### config.mk
export PLATFORM = sky130hd
export DESIGN_NAME = sram_port_ctrl
export DESIGN_NICKNAME = d
export VERILOG_FILES = /design/src/rtl/sram_port_ctrl.sv
export SDC_FILE = /design/constraint.sdc
export NUM_CORES = 1
export LEC_CHECK = 0
export CORE_MARGIN = 5
export CORE_UTILIZATION = 48
export CTS_CLUSTER_SIZE = 16
export DETAILED_ROUTE_END_ITERATION = 8
export PLACE_DENSITY = 0.85
export SLEW_MARGIN = 20
export SYNTH_ARGS = -nofsm -noshare
export SYNTH_HDL_FRONTEND = slang
export SYNTH_SLANG_ARGS = --single-unit
### constraint.sdc
create_clock -name clock -period 3.95 [get_ports clock]
set_input_delay 0.79 -clock clock [delete_from_list [all_inputs] [get_ports clock]]
set_output_delay 0.79 -clock clock [all_outputs]
set_load 0.01 [all_outputs]
### src/rtl/sram_port_ctrl.sv
// Byte/halfword request front end for the single-port SPRAM with a 3-entry read response FIFO.
// The SRam port is driven combinationally from the request; read data is captured one cycle after accept.
module sram_port_ctrl (
  input  logic        clock,
  input  logic        reset_n,
  input  logic        req_valid,
  output logic        req_ready,
  input  logic        req_write,
  input  logic        req_size,
  input  logic [14:0] req_addr,
  input  logic [15:0] req_wdata,
  output logic        rsp_valid,
  input  logic        rsp_ready,
  output logic [15:0] rsp_rdata,
  output logic [13:0] mem_addr,
  output logic        mem_write_enable,
  output logic [3:0]  mem_write_mask,
  output logic [15:0] mem_data_inp,
  input  logic [15:0] mem_data_out
);

  // Handshake: a transfer happens on a rising clock edge where valid & ready are both high;
  // ready never looks at valid, and valid-side payload is only meaningful while valid is high.

  logic [1:0]  fifo_count;
  logic        rd_pending;
  logic [1:0]  lane_tag;
  logic [15:0] fifo_mem [3];
  logic [1:0]  wr_ptr;
  logic [1:0]  rd_ptr;
  logic [2:0]  occ;
  logic        acc;
  logic        push;
  logic        pop;
  logic [15:0] cap_data;

  function automatic logic [1:0] ptr_next(input logic [1:0] p);
    return (p == 2'd2) ? 2'd0 : p + 2'd1;
  endfunction

  // A read in flight reserves its FIFO slot, so accepts stop before the FIFO could overflow.
  assign occ       = {1'b0, fifo_count} + {2'b00, rd_pending};
  assign req_ready = reset_n & (occ < 3'd3);
  assign acc       = req_valid & req_ready;
  assign push      = rd_pending;
  assign pop       = rsp_valid & rsp_ready;

  assign mem_addr         = req_addr[14:1];
  assign mem_write_enable = acc & req_write;

  always_comb begin
    mem_write_mask = 4'b1111;
    mem_data_inp   = req_wdata;
    if (!req_size) begin
      mem_write_mask = req_addr[0] ? 4'b1100 : 4'b0011;
      mem_data_inp   = {req_wdata[7:0], req_wdata[7:0]};
    end
  end

  always_comb begin
    cap_data = mem_data_out;
    if (!lane_tag[1]) begin
      cap_data = lane_tag[0] ? {8'h00, mem_data_out[15:8]} : {8'h00, mem_data_out[7:0]};
    end
  end

  assign rsp_valid = (fifo_count != 2'd0);
  assign rsp_rdata = fifo_mem[rd_ptr];

  always_ff @(posedge clock or negedge reset_n) begin
    if (!reset_n) begin
      rd_pending <= 1'b0;
      lane_tag   <= 2'b00;
      fifo_count <= 2'd0;
      wr_ptr     <= 2'd0;
      rd_ptr     <= 2'd0;
      for (int i = 0; i < 3; i++) fifo_mem[i] <= 16'h0000;
    end else begin
      rd_pending <= acc & ~req_write;
      if (acc & ~req_write) lane_tag <= {req_size, req_addr[0]};
      if (push) begin
        fifo_mem[wr_ptr] <= cap_data;
        wr_ptr           <= ptr_next(wr_ptr);
      end
      if (pop) rd_ptr <= ptr_next(rd_ptr);
      case ({push, pop})
        2'b10:   fifo_count <= fifo_count + 2'd1;
        2'b01:   fifo_count <= fifo_count - 2'd1;
        default: fifo_count <= fifo_count;
      endcase
    end
  end

endmodule

== Word-level counts from Yosys, hierarchy flattened ==
Cells that the tools add are included.

* Bits in writable memories: 0
* Output and inout port bits: 53
* Bits in latches: 0
* Word-level logic and storage cells: 46
* Memory bits (read-only): 0
* Memories: 0
* Flip-flop bits (word level): 57
* Bits of input ports: 53

* Add/subtract/negate cells: 5
* $lt $le $gt $ge: 4
* $mul: 0
* Mux-type cells: 14
* Div/mod/pow operators: 0
* Bitwise logic cells: 8
* Reductions and logical operators: 3
* Eq/ne operators: 4
* Shifts and indexed selects: 0

{| class="wikitable"
|+ Operator list
! cell !! number
|-
| 2-to-1 mux 16 bit || 5
|-
| bitwise mux 48 bit || 1
|-
| binary-select mux 16 bit (select 2 bit) || 1
|-
| demux 16 bit (select 2 bit) || 1
|-
| 2-to-1 mux 4 bit || 2
|-
| 2-to-1 mux 8 bit || 1
|-
| adder 2 x 1 -> 2 bit, second input constant || 3
|-
| equality test 2 bit, second input constant || 3
|-
| greater-or-equal comparator 3 bit, second input constant || 2
|-
| NOT 2 -> 3 bit || 2
|-
| bitwise AND 1 bit || 5
|-
| 2-to-1 mux 2 bit || 2
|-
| one-hot mux 2 bit (2 select lines) || 1
|-
| nonzero test 2 bit || 2
|-
| adder 2 x 1 -> 3 bit || 1
|-
| less-than comparator 3 x 1 -> 1 bit, second input constant || 1
|-
| less-than comparator 3 x 2 -> 1 bit, second input constant || 1
|-
| equality test 2 x 1 -> 1 bit, second input constant || 1
|-
| subtractor 2 x 1 -> 2 bit, second input constant || 1
|-
| logical AND 1 bit || 1
|-
| NOT 1 bit || 1
|}

== Logic depth before layout (Yosys ltp) ==
Gate-level depths: netlist of run 1.

* Depth after elaboration: 6
* Gate-level depth with buffers: 6
* Depth with buffers taken out: 6

== Least setup slack after synthesis of run 1 ==
No wires, ideal clock.

* Path kind: input port to output port
* From: in req_size
* To: out mem_write_mask[3]
* Required time: 3.160 ns
* Path slack: 1.675 ns
* Stages: 3
* Buffers on the path: 2
* Arrival time: 1.485 ns
* Cell sequence: clkbuf_1 > or2_2 > buf_4

* Longest elaborated chain between the ends: 1

{| class="wikitable"
|+ Ends and longest elaborated chain
! item !! RTL line !! RTL
|-
| start, declared || 9 || <nowiki>input logic req_size,</nowiki>
|-
| 2-to-1 mux 4 bit || 54 || <nowiki>if (!req_size) begin</nowiki>
|-
| end, declared || 17 || <nowiki>output logic [3:0] mem_write_mask,</nowiki>
|}

Every way passes these cells.

== Worst setup path after layout of run 1 ==
* From: in req_size
* To: out mem_data_inp[11]

* Longest elaborated chain between the ends: 1

{| class="wikitable"
|+ Ends and longest elaborated chain
! item !! RTL line !! RTL
|-
| 2-to-1 mux 16 bit || 54 ||
|-
| end, declared || 18 || <nowiki>output logic [15:0] mem_data_inp,</nowiki>
|}

Every way passes these cells.

==> results.toml, run 1 <==
[power]
switching_power_mw = 0.984
sw_frac_of_total_pct = 36.2
combPwrFrac_pct = 42.6
intPower_mw = 1.73
clkPwrFrac_pct = 17.6
leakage_nw = 1.69
seqPwrFrac_pct = 39.8
vdd_drop_max_mv = 0.375
power_mw = 2.72
p_per_area_nw_per_um2 = 731

[cells_and_area]
syn2layout_area_growth_pct = 26.4
final_util_pct = 62.4
fillCellCount = 495
instances_no_fill = 432
post_route_cells_drive_above_1_share_pct = 13.2
nNetsFinal = 408
final_area_um2 = 3720
num_antenna_cells = 0

[yosys]
synth_compound_area_share_pct = 13.3
synth_mux_area_share_pct = 12.4
synth_top_family_by_area = "compound AO/OA/AOI/OAI gates"
synthArstFlopShare_pct = 100
synth.net_count = 357
synth_most_common_cell = "nand2_1"
synthTopCellsByArea = "dfrtp_1, nand2_1, o21ai_0, mux2i_1, buf_4"
synth_area_leader_cell = "dfrtp_1"
yosys-top-cells-count = "nand2_1, dfrtp_1, o21ai_0, buf_4, mux2i_1"
ys_warn_count = 0
synth_area_um2 = 2940
synthCells = 301
synth_cell_types = 27
seq_area_frac_synth_pct = 48.5
yosys.area_share.simple_pct = 12.5
synth_seq_cells = 57
synth-xor-area-share_pct = 0.893
yosys.area.top_type_share_pct = 48.5
synth-edff-count = 0
syn_avg_cell_area_um2 = 9.78
ys.flop_type = "dfrtp_1"
synth_fa_ha_area_share_pct = 1.28

[worst_setup_path]
arrival_ns = 2.38
crit_required_ns = 3.16
crit_fanout = 11
endpoint_kind = "output port"
r2r_slack_ns = 2.12
worst-setup-path-type = "in2out"
critPathLaunchType = "primary input"

[timing]
holdWs_ns = 0.477
rsz0062_at_grt = "false"
finalWorstPathRequiredPeriod_ns = 3.17
setup_viol = 0
finalHoldViolations = 0
tightest_slew_ns = 0.704
fmax_mhz = 315
fin_worst_skew_ns = 0.00647
period_share_pct = 80.3
max_slew_margin_pct = 53.1
worst_slack_ns = 0.779
finalSetupTns_ns = 0
drv_slew = 0

[cts]
cts_root_buffer = "clkbuf_8"
clk_path_buf_depth = 2
cts_tree = "built"
ctsResizeCount = 0
postCtsHoldBufs = 0
path_clk_slew_ns = 0.07
clk_latency_ns = 0.33
post_cts_buffers = 0
cts.sinks = 57
cts_buffers = 9
htreeDepth = 3

[die]
die_x_um = 88.3
die_h_um = 88.3
pin_count = 106
core_area_um2 = 5960
rows = 28
die_area_um2 = 7800
start_util_pct = 49.4

[placement]
pre_cts_slack_ns = 0.757
place.gp.congestion = 0.751
io_buffers = 77
placed_cells = 414
dpl_cell_area_um2 = 3520
detailed_place_hpwl_um = 4550

[route]
drt_iter0_drc = 138
vias = 2225
vias_per_cell = 5.15
finalWirelength_um = 6490
ant_nets = 0
remaining_drc_errors = 0
drtPass1Iterations = 4
wl_per_cell_um = 15.0

[hold_path]
min_path_type = "reg2reg"

[global_routing]
grt_max_degree = 59
antenna_found_initial = 0
grt_overflow = 0
grt_pass1_vias = 2214
grt_pass1_wl_um = 10700
grt_use_total_pct = 18.2

[status]
outcome = "finished, final reports clean"

[run]
cap_violations = 0
path summary, 6_finish.rpt:
check	start	endpoint	cells past startpoint
worst max-delay path	req_size	mem_data_inp[11]	3
worst min-delay path	fifo_mem[5]	fifo_mem[5]	2
worst max register to register	lane_tag[1]	fifo_mem[3]	3
worst min register to register	fifo_mem[5]	fifo_mem[5]	2
max in group asynchronous	reset_n	fifo_mem[36]	2
min in group asynchronous	reset_n	fifo_mem[32]	2
power by group through the flow:
stage	logic, mW	clock network [mW]	registers [mW]
global route	1.29	0.509	1.13
detailed placement	1.17	0	1.09
global placement	1.13	0	1.08
CTS	1.17	0.482	1.09
floorplan	0.773	0	0.990
finish	1.16	0.478	1.08
per-layer routing:
| layer | track usage, % | up-vias | wire length (µm) |
|---|---|---|---|
| met2 | 29.4 | 75 | 3270 |
| met4 | 7.55 | 0 | 129 |
| met1 | 23.1 | 1051 | 2660 |
| met3 | 4.93 | 13 | 432 |
| met5 | 0 | - | 0 |
| li1 | - | 1086 | - |
critical path: stages:
cell	delay, ns
clkdlybuf4s50_1	0.72
mux2_2	0.38
clkdlybuf4s50_1	0.48
cells in the final DEF (no fill, tap or decap), types with 2 or more instances in the layout:
cell / n
ha_1: 3
inv_1: 5
o21ai_0: 51
nand3b_1: 2
o21ai_2: 13
xnor2_1: 2
mux2_2: 11
mux2i_1: 24
buf_6: 2
nand2b_1: 2
or2_2: 2
buf_4: 4
o21ai_1: 3
clkbuf_1: 2
nand2_1: 73
clkbuf_8: 11
clkinv_2: 3
clkdlybuf4s50_1: 76
dfrtp_1: 57
nor2b_1: 2
state kept, by name, indices dropped and copies added, names as in the netlist:
signal	flops
rd_ptr	2
fifo_count	2
wr_ptr	2
push	1
fifo_mem	48
lane_tag	2
final cells by class:
cell class              instances  area [µm²]  share of cell area, %
inverters                       5        18.8                  0.505
clock inverters                 3        15.0                  0.404
well taps                      75        93.8                   2.52
flip-flops and latches         57        1430                   38.4
clock buffers                  13         159                   4.27
repair buffers                 83         818                   22.0
multi-input cells             196        1190                   31.9
cells by family after synthesis:
group,count (synthesis)
AO/OA/AOI/OAI,68
XOR/XNOR,3
AND/OR/NAND/NOR,87
adder cells (fa/ha/maj),3
multiplexers,35
buffers and inverters,48
flip-flops,57
No activity file was read; power rests on OpenSTA's default activity.
==> inputs of run 2 (changes only) <==
--- a/config.mk
+++ b/config.mk
@@ -6,10 +6,10 @@
 export NUM_CORES = 1
 export LEC_CHECK = 0
 export CORE_MARGIN = 5
-export CORE_UTILIZATION = 48
+export CORE_UTILIZATION = 45
 export CTS_CLUSTER_SIZE = 16
 export DETAILED_ROUTE_END_ITERATION = 8
-export PLACE_DENSITY = 0.85
+export PLACE_DENSITY = 0.8
 export SLEW_MARGIN = 20
 export SYNTH_ARGS = -nofsm -noshare
 export SYNTH_HDL_FRONTEND = slang
==> constraint.sdc (replaced) <==
create_clock -name clock -period 3.32 [get_ports clock]
set_input_delay 0.664 -clock clock [delete_from_list [all_inputs] [get_ports clock]]
set_output_delay 0.664 -clock clock [all_outputs]
set_load 0.01 [all_outputs]
==> run 2 against run 1 <==
Net effect: register-to-register slack worse by 0.75 ns; clock skew up 0.0018 ns; die area up 5.9%; sequential share of layout area down 0.91 points; core utilization down 2.5 points; critical endpoint is now mem_data_inp[15]; highest routed layer unchanged.
==> results.toml, run 2 (synthesis results as in run 1) <==
[status]
outcome = "finished, final reports clean"

[die]
die_h_um = 90.9
die_x_um = 90.9
start_util_pct = 46.3
pin_count = 106
die_area_um2 = 8260
core_area_um2 = 6350
rows = 29

[worst_setup_path]
worst-setup-path-type = "in2out"
slowest_stage = "clkdlybuf4s50_1"
max_stage_delay_ns = 0.71
worstPathCellList = "clkdlybuf4s50_1 -> mux2_2 -> clkdlybuf4s50_1"
cpMostUsedCell = "clkdlybuf4s50_1"
worstReg2RegEnd = "fifo_mem[3]"
r2r-start = "lane_tag[1]"
critPathLaunchType = "primary input"
crit_required_ns = 2.66
r2r_slack_ns = 1.37
endpoint_kind = "output port"
arrival_ns = 2.25
crit_fanout = 11
rr_worst_depth = 3

[cts]
ctsResizeCount = 0
postCtsHoldBufs = 0
clk_path_buf_depth = 2
clk_latency_ns = 0.33
path_clk_slew_ns = 0.06
cts_buffers = 9
htreeDepth = 3
post_cts_buffers = 0
cts_root_buffer = "clkbuf_8"
cts.sinks = 57
cts_tree = "built"

[route]
remaining_drc_errors = 0
ant_nets = 0
drt_iter0_drc = 147
finalWirelength_um = 6680
vias = 2210
wl_per_cell_um = 15.3
drtPass1Iterations = 4
vias_per_cell = 5.07

[timing]
fmax_mhz = 344
holdWs_ns = 0.480
rsz0062_at_grt = "false"
period_share_pct = 87.7
max_slew_margin_pct = 52.8
setup_viol = 0
finalWorstPathRequiredPeriod_ns = 2.91
drv_slew = 0
finalSetupTns_ns = 0
tightest_slew_ns = 0.708
finalHoldViolations = 0
fin_worst_skew_ns = 0.00824

[global_routing]
grt_pass1_wl_um = 10900
antenna_found_initial = 0
grt_overflow = 0
grt_use_total_pct = 16.5
grt_pass1_vias = 2335
grt_max_degree = 59

[hold_path]
min_to = "fifo_mem[20]"
hold_path_startpoint = "fifo_mem[20]"
min_path_type = "reg2reg"
holdPathStages = 2

[cells_and_area]
fillCellCount = 526
final_common_cell = "clkdlybuf4s50_1"
nNetsFinal = 410
num_antenna_cells = 0
most-common-layout-cells = "clkdlybuf4s50_1, nand2_1, dfrtp_1, o21ai_0, mux2i_1"
post_route_cells_drive_above_1_share_pct = 14.2
final_area_um2 = 3810
regMostFlops = "fifo_mem"
syn2layout_area_growth_pct = 29.4
largest_register_ffs = 48
instances_no_fill = 436

[placement]
io_buffers = 77
placed_cells = 418
dpl_cell_area_um2 = 3540
detailed_place_hpwl_um = 4620
place.gp.congestion = 0.725

[power]
power_mw = 3.49
p_per_area_nw_per_um2 = 917
vdd_drop_max_mv = 0.495
leakage_nw = 1.73

[run]
cap_violations = 0
[run 2: cell types whose count changed in the layout (fill, tap and decap cells not counted), sizes merged]
cell,change
clkbuf,-3
buf,+2
bufinv,+3
[run 2: worst max-delay path by stage]
stage | startpoint | endpoint | slack, ns | depth (start not counted)
2_1_floorplan | fifo_count[0] | mem_write_enable | 1.29 | 5
3_3_place_gp | req_size | mem_data_inp[12] | 0.42 | 3
3_5_place_dp | req_size | mem_data_inp[15] | 0.40 | 3
4_1_cts | req_size | mem_data_inp[15] | 0.40 | 3
5_1_grt | fifo_count[0] | mem_write_enable | 0.35 | 6
6_report | req_size | mem_data_inp[15] | 0.41 | 3
[run 2: final cells by class]
type	instances	area, µm²	share of cell area, %
sequential	57	1430	37.5
multi-input combinational	196	1190	31.2
clock inverter	6	105	2.76
timing repair buffer	85	837	22.0
tap	77	96.3	2.53
inverter	5	18.8	0.493
clock buffer	10	138	3.61
[run 2: per-layer routing]
layer	track usage, %	share of wire, %	vias to the layer above	wire (µm)
li1	-	-	1094	-
met1	19.5	42	1058	2830
met2	28.1	51	48	3400
met3	4.25	4.8	10	320
met4	6.97	1.8	0	119
met5	0	0	-	0
[run 2: through the flow]
step	utilization [%]	worst slack (ns)
4_1_cts	59.6	0.402
3_5_place_dp	55.7	0.399
5_1_grt	60.0	0.352
3_3_place_gp	55.7	0.417
6_report	60.0	0.409
2_1_floorplan	-	1.29
[run 2: worst max-delay path, delay by kind of cell]
kind,cells,cell delay (ns)
buffers and inverters,2,1.19
muxes,1,0.39
[run 2: power by group]
part           internal [mW]  switching [mW]
Combinational          0.741           0.723
Sequential              1.03           0.208
Clock                  0.515           0.275
